$ cat src/rtl/seq_signed_divider_if.sv
// Operand/result handshake bundle for the iterative signed divider.
// The master drives operands and out_ready; the slave returns results.
interface seq_signed_divider_if #(
  parameter int N = 10,
  parameter int W = 5
);
  logic                in_valid;
  logic                in_ready;
  logic signed [N-1:0] dividend;
  logic signed [W-1:0] divisor;
  logic                out_valid;
  logic                out_ready;
  logic signed [N-1:0] quotient;
  logic signed [W-1:0] remainder;
  logic                div_by_zero;
  logic                overflow;

  modport master (
    output in_valid,
    output dividend,
    output divisor,
    output out_ready,
    input  in_ready,
    input  out_valid,
    input  quotient,
    input  remainder,
    input  div_by_zero,
    input  overflow
  );

  modport slave (
    input  in_valid,
    input  dividend,
    input  divisor,
    input  out_ready,
    output in_ready,
    output out_valid,
    output quotient,
    output remainder,
    output div_by_zero,
    output overflow
  );
endinterface

$ cat src/rtl/seq_signed_divider.sv
// Iterative signed divider: restoring division on magnitudes,
// one quotient bit per clock, signs applied in a final fix-up cycle.
module seq_signed_divider #(
  parameter int N = 10,
  parameter int W = 5
) (
  input logic                 clk,
  input logic                 rst,
  seq_signed_divider_if.slave bus
);

  localparam int CW = (N > 1) ? $clog2(N) : 1;

  typedef enum logic [1:0] {
    IDLE,
    CALC,
    FIX,
    DONE
  } state_t;

  state_t state;
  state_t state_nxt;

  // acc holds the dividend magnitude; quotient bits shift in
  // from the bottom as dividend bits leave from the top.
  logic [N-1:0]  acc;
  logic [W-1:0]  pr;
  logic [W-1:0]  mag_b;
  logic          sign_a;
  logic          sign_b;
  logic          zero_b;
  logic          ovf;
  logic [CW-1:0] cnt;

  logic [N-1:0]  quo_r;
  logic [W-1:0]  rem_r;
  logic          dz_r;
  logic          ov_r;

  logic [N-1:0]  mag_a_in;
  logic [W-1:0]  mag_b_in;
  logic          ovf_in;
  logic [W:0]    shifted;
  logic [W-1:0]  trial;
  logic          q_bit;

  // Operand magnitudes and the one restoring-division step.
  // -2^(N-1) negates to 2^(N-1), which still fits N unsigned bits.
  always_comb begin
    mag_a_in = bus.dividend;
    if (bus.dividend[N-1])
      mag_a_in = ~bus.dividend + 1'b1;
    mag_b_in = bus.divisor;
    if (bus.divisor[W-1])
      mag_b_in = ~bus.divisor + 1'b1;
    ovf_in = (bus.dividend == {1'b1, {(N-1){1'b0}}})
          && (&bus.divisor);
    shifted = {pr, acc[N-1]};
    q_bit   = (shifted >= {1'b0, mag_b});
    trial   = shifted[W-1:0] - mag_b;
  end

  // State register.
  always_ff @(posedge clk) begin
    if (rst)
      state <= IDLE;
    else
      state <= state_nxt;
  end

  // Next-state logic; the output handshake and a new accept
  // can never share a cycle because DONE always returns to IDLE.
  always_comb begin
    state_nxt = state;
    unique case (state)
      IDLE: if (bus.in_valid) state_nxt = CALC;
      CALC: if (cnt == '0) state_nxt = FIX;
      FIX:  state_nxt = DONE;
      DONE: if (bus.out_ready) state_nxt = IDLE;
      default: state_nxt = IDLE;
    endcase
  end

  // Datapath: latch operands, iterate, then sign-fix into
  // the output registers.
  always_ff @(posedge clk) begin
    if (rst) begin
      acc    <= '0;
      pr     <= '0;
      mag_b  <= '0;
      sign_a <= 1'b0;
      sign_b <= 1'b0;
      zero_b <= 1'b0;
      ovf    <= 1'b0;
      cnt    <= '0;
      quo_r  <= '0;
      rem_r  <= '0;
      dz_r   <= 1'b0;
      ov_r   <= 1'b0;
    end else begin
      unique case (state)
        IDLE: begin
          if (bus.in_valid) begin
            acc    <= mag_a_in;
            mag_b  <= mag_b_in;
            sign_a <= bus.dividend[N-1];
            sign_b <= bus.divisor[W-1];
            zero_b <= (bus.divisor == '0);
            ovf    <= ovf_in;
            pr     <= '0;
            cnt    <= CW'(N - 1);
          end
        end
        CALC: begin
          acc <= {acc[N-2:0], q_bit};
          pr  <= q_bit ? trial : shifted[W-1:0];
          cnt <= cnt - 1'b1;
        end
        FIX: begin
          dz_r <= zero_b;
          ov_r <= ovf && !zero_b;
          if (zero_b) begin
            quo_r <= '0;
            rem_r <= '0;
          end else if (ovf) begin
            quo_r <= {1'b0, {(N-1){1'b1}}};
            rem_r <= '0;
          end else begin
            quo_r <= (sign_a ^ sign_b) ? (~acc + 1'b1) : acc;
            rem_r <= sign_a ? (~pr + 1'b1) : pr;
          end
        end
        default: ;
      endcase
    end
  end

  assign bus.in_ready    = (state == IDLE);
  assign bus.out_valid   = (state == DONE);
  assign bus.quotient    = quo_r;
  assign bus.remainder   = rem_r;
  assign bus.div_by_zero = dz_r;
  assign bus.overflow    = ov_r;

endmodule

$ cat src/flat_wrapper.sv
// flat-port wrapper written by rule: the top's interface ports become plain ports
module seq_signed_divider_flat 
#(
  parameter int N = 10,
  parameter int W = 5
)
  (clk, rst, bus_in_valid, bus_dividend, bus_divisor, bus_out_ready, bus_in_ready, bus_out_valid, bus_quotient, bus_remainder, bus_div_by_zero, bus_overflow);
  seq_signed_divider_if #(.N(N), .W(W)) bus_i ();
  input logic clk;
  input logic rst;
  input wire logic [$bits(bus_i.in_valid)-1:0] bus_in_valid;
  input wire logic [$bits(bus_i.dividend)-1:0] bus_dividend;
  input wire logic [$bits(bus_i.divisor)-1:0] bus_divisor;
  input wire logic [$bits(bus_i.out_ready)-1:0] bus_out_ready;
  output wire logic [$bits(bus_i.in_ready)-1:0] bus_in_ready;
  output wire logic [$bits(bus_i.out_valid)-1:0] bus_out_valid;
  output wire logic [$bits(bus_i.quotient)-1:0] bus_quotient;
  output wire logic [$bits(bus_i.remainder)-1:0] bus_remainder;
  output wire logic [$bits(bus_i.div_by_zero)-1:0] bus_div_by_zero;
  output wire logic [$bits(bus_i.overflow)-1:0] bus_overflow;
  assign bus_i.in_valid = bus_in_valid;
  assign bus_i.dividend = bus_dividend;
  assign bus_i.divisor = bus_divisor;
  assign bus_i.out_ready = bus_out_ready;
  assign bus_in_ready = bus_i.in_ready;
  assign bus_out_valid = bus_i.out_valid;
  assign bus_quotient = bus_i.quotient;
  assign bus_remainder = bus_i.remainder;
  assign bus_div_by_zero = bus_i.div_by_zero;
  assign bus_overflow = bus_i.overflow;
  seq_signed_divider #(.N(N), .W(W)) u_core (.clk(clk), .rst(rst), .bus(bus_i));
endmodule
$ cat config.mk
export PLATFORM = sky130hd
export DESIGN_NAME = seq_signed_divider_flat
export DESIGN_NICKNAME = d
export VERILOG_FILES = /design/src/rtl/seq_signed_divider_if.sv /design/src/rtl/seq_signed_divider.sv /design/src/flat_wrapper.sv
export SDC_FILE = /design/constraint.sdc
export NUM_CORES = 1
export LEC_CHECK = 0
export CORE_AREA = 2 2 77 71
export CTS_BUF_LIST = sky130_fd_sc_hd__clkbuf_16
export DETAILED_ROUTE_END_ITERATION = 8
export DIE_AREA = 0 0 79 73
export GPL_TIMING_DRIVEN = 1
export PLACE_DENSITY = 0.84
export SETUP_SLACK_MARGIN = 0.2
export SYNTH_ARGS = -nofsm -noshare
export SYNTH_HDL_FRONTEND = slang
export SYNTH_SLANG_ARGS = --single-unit
$ cat constraint.sdc
create_clock -name clk -period 3.7 [get_ports clk]
set_input_delay 0.555 -clock clk [delete_from_list [all_inputs] [get_ports clk]]
set_output_delay 0.555 -clock clk [all_outputs]
set_load 0.03 [all_outputs]
==> impl_metrics.json, run 1 <==
{
  "firstDrtPassIters": 4,
  "final_common_cell": "dfxtp_1",
  "grt.total_usage": 0.2498,
  "die_w_um": 79,
  "rrSetupSlack_ns": 1.15,
  "ctsHoldBuffers": 0,
  "intPower_uw": 1469,
  "period_share": 0.6901,
  "vias": 2669,
  "dp_hpwl_mm": 4.976,
  "clkLatencyLatePin_ns": 0.29,
  "rows": 25,
  "r2r-end": "u_core.pr[1]$_SDFFE_PP0P_",
  "place.port_buffers": 37,
  "grt_overflow_total": 0,
  "comb_power_share": 0.488,
  "cts_buffer_depth": 2,
  "yosysUniqueCellTypes": 61,
  "drcViolationCount": 0,
  "end_kind": "flop",
  "ir_drop_v": 0.0006204,
  "syn_avg_cell_area_sq_um": 8.108,
  "final_cells": 452,
  "grt_pass1_vias": 2577,
  "worstHoldPathCells": 2,
  "power_frac_clock": 0.207,
  "drt_wl_total_mm": 6.777,
  "layout-drive-gt1-share": 0.04675,
  "critical_path_required_ns": 3.93,
  "path_max_fanout": 22,
  "synth_nets": 392,
  "area_delta_synth_final_pct": 19.77,
  "clock_sinks": 47,
  "placed_cells": 444,
  "min_delay_worst_endpoint": "u_core.bus.quotient[4]$_SDFFE_PP0P_",
  "fin_nets": 420,
  "cp_cell_sequence": "inv_1, ha_1, clkinv_1, nor3_4, or4b_1, nand3_1",
  "cts_tree": "yes",
  "die_h_um": 73,
  "synthArstFlopShare": 0,
  "postRouteAntennaNets": 0,
  "rsz0062_at_grt": "false",
  "setup_tns_ns": 0,
  "crit_arrival_ns": 2.79,
  "power_uw": 2526,
  "synth_ff_type": "dfxtp_1",
  "crit_type": "flop to flop",
  "worstMarginPinSlew_ns": 0.9336,
  "start_kind": "flop",
  "antenna_found_initial": 0,
  "slowest_delay_ns": 0.63,
  "core_area_sq_um": 5067,
  "worst-path-buf-inv": 2,
  "relSlewSlack": 0.3732,
  "cts_resized": 0,
  "grt_max_degree": 25,
  "path_clk_slew_ns": 0.07,
  "syn-cell-area_sq_um": 2887,
  "hold_start": "u_core.bus.quotient[4]$_SDFFE_PP0P_",
  "cpMaxStageDelayCell": "ha_1",
  "wl_per_cell_um": 14.99,
  "ctsHtreeMaxLevel": 2,
  "switching_share": 0.4184,
  "status": "finished clean",
  "period_minus_slack_ns": 2.553,
  "synth_seq_cells": 47,
  "gp_congestion": 0.8587,
  "finalMaxSlewViolations": 0,
  "cap_violations": 0,
  "synth-edff-count": 0,
  "hold_path_class": "flop to flop",
  "hold_viol_final": 0,
  "insertedDiodeCount": 0,
  "drt_iter0_markers": 121,
  "cp_top_family": "simple AND/OR/NAND/NOR gates",
  "rr_worst_depth": 6,
  "synth_seq_area_share": 0.3260,
  "fillers": 444,
  "p_leak_uw": 0.001274,
  "cts_setup_buffers": 0,
  "final_cell_mix": "dfxtp_1, clkdlybuf4s50_1, nand2_1",
  "max_freq_mhz": 391.6,
  "finClkSkew_ns": 0.007902,
  "pin_count": 38,
  "power.switching_uw": 1057,
  "grt_pass1_wl_mm": 11.52,
  "start_util": 0.5696,
  "root_buffer": "clkbuf_16",
  "routed_via_density": 5.905,
  "p_per_area_nw_per_um2": 730.7,
  "synthCells": 356,
  "setup_viol": 0,
  "seq_power_share": 0.306,
  "reg2reg_from": "u_core.state[1]$_SDFFE_PP0P_",
  "die_area_sq_um": 5767,
  "cts_made_buffers": 5,
  "yosys_warnings": 0
}
synthesized netlist by cell type (3+ instances only):
cell type	instances	area (sq um)
dfxtp_1	47	940.9
nand2_1	31	116.4
nor2_1	30	112.6
inv_1	26	97.59
a21oi_1	24	120.1
ha_1	16	200.2
nor3_1	16	80.08
a211oi_1	11	82.58
nand3_1	11	55.05
clkbuf_1	9	33.78
o21ai_0	9	45.04
xnor2_1	9	78.83
nand2b_1	8	50.05
nor2b_1	7	43.79
a31oi_1	6	37.54
buf_2	6	30.03
o211ai_1	6	45.04
o31ai_1	6	45.04
and4_1	4	35.03
buf_1	4	15.01
mux2i_1	4	40.04
o21a_1	3	22.52
o32ai_1	3	26.28
o41ai_1	3	26.28
or3_1	3	18.77
or3b_1	3	26.28
how the worst max path moves through the flow:
stage | start | to | slack, ns | cells past startpoint
5_1_grt | u_core.state[1]$_SDFFE_PP0P_ | u_core.pr[1]$_SDFFE_PP0P_ | 0.99 | 6
3_5_place_dp | u_core.state[1]$_SDFFE_PP0P_ | u_core.pr[1]$_SDFFE_PP0P_ | 1.19 | 6
6_report | u_core.state[1]$_SDFFE_PP0P_ | u_core.pr[1]$_SDFFE_PP0P_ | 1.15 | 6
4_1_cts | u_core.state[1]$_SDFFE_PP0P_ | u_core.pr[1]$_SDFFE_PP0P_ | 1.17 | 6
2_1_floorplan | u_core.acc[9]$_SDFFE_PP0P_ | u_core.pr[0]$_SDFFE_PP0P_ | 1.53 | 8
3_3_place_gp | u_core.state[1]$_SDFFE_PP0P_ | u_core.pr[1]$_SDFFE_PP0P_ | 1.32 | 6
stage by stage:
stage          hold WS [ns]  cell area (sq um)  setup WS [ns]    util
3_5_place_dp         0.4543               3284          1.187  0.6481
3_3_place_gp         0.4439               3284          1.317  0.6481
4_1_cts              0.4654               3457          1.169  0.6822
2_1_floorplan        0.4319               2887          1.526       -
6_report             0.4622               3457          1.147  0.6822
5_1_grt              0.4916               3457         0.9854  0.6822
layer usage:
metal	part of all wire	routed length [um]	vias up	track usage
met5	0	0	-	0
met4	0.020	133	0	0.09962
met3	0.062	421	16	0.04827
met2	0.48	3251	92	0.4473
met1	0.44	2971	1222	0.2952
li1	-	-	1339	-
power by group through the flow:
| stage | combinational (uW) | sequential (uW) | clock (uW) |
|---|---|---|---|
| 2_1_floorplan | 956 | 754 | 0 |
| 3_3_place_gp | 1180 | 769 | 0 |
| 3_5_place_dp | 1210 | 778 | 0 |
| 4_1_cts | 1230 | 769 | 526 |
| 5_1_grt | 1380 | 788 | 545 |
| 6_report | 1230 | 773 | 522 |
cells by family after synthesis:
kind of cell / count (synthesis) / synth area share
and+or+nand+nor: 133 / 0.2492
AOI/OAI and AO/OA: 93 / 0.2219
buffers and inverters: 47 / 0.06372
DFF: 47 / 0.3260
adders and majority gates: 17 / 0.07629
xor gates and xnor gates: 11 / 0.03338
muxes: 8 / 0.02947
worst reg2reg max path: stages (launching register included):
cell	delay, ns
dfxtp_1	0.34
inv_1	0.09
ha_1	0.63
clkinv_1	0.49
nor3_4	0.37
or4b_1	0.49
nand3_1	0.10
flip-flops by register name, summed over array words and instances (netlist names):
name	flops
u_core.acc	10
u_core.bus.quotient	10
u_core.bus.remainder	5
u_core.mag_b	5
u_core.pr	5
u_core.cnt	4
u_core.state	2
u_core.bus.div_by_zero	1
u_core.bus.overflow	1
u_core.ovf	1
u_core.sign_a	1
u_core.sign_b	1
u_core.zero_b	1
layout make-up:
cell class                 count  area [sq um]  area share
multi-input combinational    262          1762      0.5096
sequential                    47         940.9      0.2722
inverter                      28         105.1     0.03040
timing repair buffer          40         392.9      0.1136
clock inverter                 3         47.55     0.01375
clock buffer                   5         125.1     0.03619
tap                           67         83.83     0.02425
No activity file was read; power rests on OpenSTA's default activity.
==> run 2: changes to the inputs <==
CORE_AREA = 2 2 84 78   (was 2 2 77 71)
DIE_AREA = 0 0 86 80   (was 0 0 79 73)
PLACE_DENSITY = 0.74   (was 0.84)
clock period = 2.2 ns   (was 3.7 ns; I/O delays follow)
==> run 2 against run 1 <==
Hold slack worse by 0.013 ns. Clock-buffer cell count unchanged. Final cell count up 5.5%. Sequential share of layout area down 1.1 points. Global-route usage down 3.9 points. Total power up 77%. Combinational power up 99%. Routed wire length up 2.7%. First-iteration DRC count up 11%. Die area up 19%. Highest routed layer unchanged. Maximum frequency up 26%. Worst setup slack worse by 0.97 ns.
==> impl_metrics.json, run 2 (synthesized netlist as in run 1, its figures left out) <==
{
  "status": "finished clean",
  "place.port_buffers": 37,
  "crit_arrival_ns": 2.21,
  "wl_per_cell_um": 14.59,
  "cts_made_buffers": 5,
  "period_share": 0.9198,
  "worstHoldPathCells": 2,
  "cp.depth": 8,
  "power.switching_uw": 1869,
  "drcViolationCount": 0,
  "max_freq_mhz": 494.2,
  "path_max_fanout": 6,
  "grt_pass1_vias": 2520,
  "hold_viol_final": 0,
  "worstMarginPinSlew_ns": 0.9182,
  "slowest_delay_ns": 0.35,
  "worst-path-buf-inv": 2,
  "start_util": 0.4827,
  "placed_area_sq_um": 3403,
  "pin_count": 38,
  "intPower_uw": 2604,
  "p_leak_uw": 0.001366,
  "cp_top_family": "compound AO/OA/AOI/OAI gates",
  "firstDrtPassIters": 4,
  "multi_input_area_sq_um": 1794,
  "routed_via_density": 5.730,
  "finalInstanceArea_sq_um": 3616,
  "layout-drive-gt1-share": 0.1136,
  "ctsHtreeMaxLevel": 2,
  "path_clk_slew_ns": 0.07,
  "cpMaxStageDelayCell": "fa_2",
  "vias": 2733,
  "cp_cell_sequence": "inv_2, ha_4, inv_2, fa_2, and3_4, o31a_1, or3_1, a32o_1",
  "comb_power_share": 0.548,
  "seq_power_share": 0.286,
  "drt_iter0_markers": 134,
  "die_w_um": 86,
  "final_common_cell": "dfxtp_1",
  "crit_type": "flop to flop",
  "regArea_sq_um": 943.4,
  "insertedDiodeCount": 0,
  "drt_wl_total_mm": 6.959,
  "fin_nets": 440,
  "grt_max_degree": 22,
  "die_h_um": 80,
  "end_kind": "flop",
  "p_per_area_nw_per_um2": 1237,
  "clock_sinks": 47,
  "period_minus_slack_ns": 2.024,
  "grt_overflow_total": 0,
  "final_cell_mix": "dfxtp_1, clkdlybuf4s50_1, nand2_1",
  "rsz0062_at_grt": "true",
  "relSlewSlack": 0.3835,
  "ir_drop_v": 0.0008176,
  "setup_tns_ns": 0,
  "dp_hpwl_mm": 5.151,
  "power_frac_clock": 0.166,
  "cts_tree": "yes",
  "antenna_found_initial": 0,
  "postRouteAntennaNets": 0,
  "die_area_sq_um": 6880,
  "core_area_sq_um": 5979,
  "cap_violations": 0,
  "grt.total_usage": 0.2110,
  "finClkSkew_ns": 0.007506,
  "rows": 27,
  "switching_share": 0.4179,
  "grt_pass1_wl_mm": 11.67,
  "hold_path_class": "flop to flop",
  "fillers": 541,
  "finalMaxSlewViolations": 0,
  "critPathMostFrequentCell": "inv_2",
  "area_delta_synth_final_pct": 25.27,
  "start_kind": "flop",
  "gp_congestion": 0.8437,
  "ctsHoldBuffers": 0,
  "clkLatencyLatePin_ns": 0.29,
  "cts_buffer_depth": 2,
  "setup_viol": 0,
  "root_buffer": "clkbuf_16",
  "critical_path_required_ns": 2.38,
  "rr_worst_depth": 8
}
run 2: cell types whose count changed in the layout (fill, tap and decap cells not counted), moves of 2 or more:
cell | previous run | this run
buf_4 | 3 | 23
dfxtp_1 | 47 | 45
dfxtp_2 | 0 | 2
inv_2 | 0 | 2
run 2: path summary, 6_finish.rpt:
check	startpoint	slack (ns)	end
worst min register to register	u_core.bus.remainder[4]$_SDFFE_PP0P_	0.45	u_core.bus.remainder[4]$_SDFFE_PP0P_
worst max-delay path	u_core.acc[9]$_SDFFE_PP0P_	0.18	u_core.pr[2]$_SDFFE_PP0P_
worst min-delay path	u_core.bus.remainder[4]$_SDFFE_PP0P_	0.45	u_core.bus.remainder[4]$_SDFFE_PP0P_
worst max register to register	u_core.acc[9]$_SDFFE_PP0P_	0.18	u_core.pr[2]$_SDFFE_PP0P_
run 2: tightest hold or removal path: stages, from the launching register on:
cell and delay [ns]:
dfxtp_1 0.31, nand2_1 0.05, a21oi_1 0.05
run 2: metrics by stage:
| step | hold WS (ns) | worst slack, ns | util | total power, uW | std cells |
|---|---|---|---|---|---|
| floorplan | 0.4319 | 0.1656 | - | 2910 | 356 |
| detailed placement | 0.4437 | 0.07019 | 0.5692 | 3515 | 461 |
| CTS | 0.4528 | 0.1153 | 0.5989 | 4357 | 474 |
| global route | 0.4990 | 0.08610 | 0.6047 | 4803 | 477 |
| global placement | 0.4385 | 0.1045 | 0.5692 | 3453 | 461 |
| finish | 0.4497 | 0.1764 | 0.6047 | 4473 | 477 |
run 2: area by class of cell:
class                   count  area share
multi-input cells         262      0.4962
flip-flops and latches     47      0.2609
well taps                  72     0.02491
clock inverters             3    0.004498
inverters                  28     0.02907
clock buffers               5     0.03460
repair buffers             60      0.1498
run 2: timing repair:
item,in CTS,in global routing
buffers inserted,5,3
gates resized for setup,1,2
pin swaps,4,3
cloned,0,0
endpoints found under the setup margin,5,7
run 2: power by group through the flow:
stage / Clock (uW) / Sequential, uW / Combinational (uW)
after detailed placement: 0 / 1290 / 2220
after floorplan: 0 / 1270 / 1640
after global placement: 0 / 1290 / 2170
after CTS: 749 / 1270 / 2340
final: 745 / 1280 / 2450
after global routing: 789 / 1310 / 2710
run 2: layer usage:
metal | vias to the layer above | part of all wire | GRT usage
met5 | - | 0 | 0
met4 | 0 | 0.014 | 0.06667
met3 | 12 | 0.041 | 0.03930
met2 | 64 | 0.47 | 0.3473
met1 | 1279 | 0.47 | 0.2782
li1 | 1378 | - | -
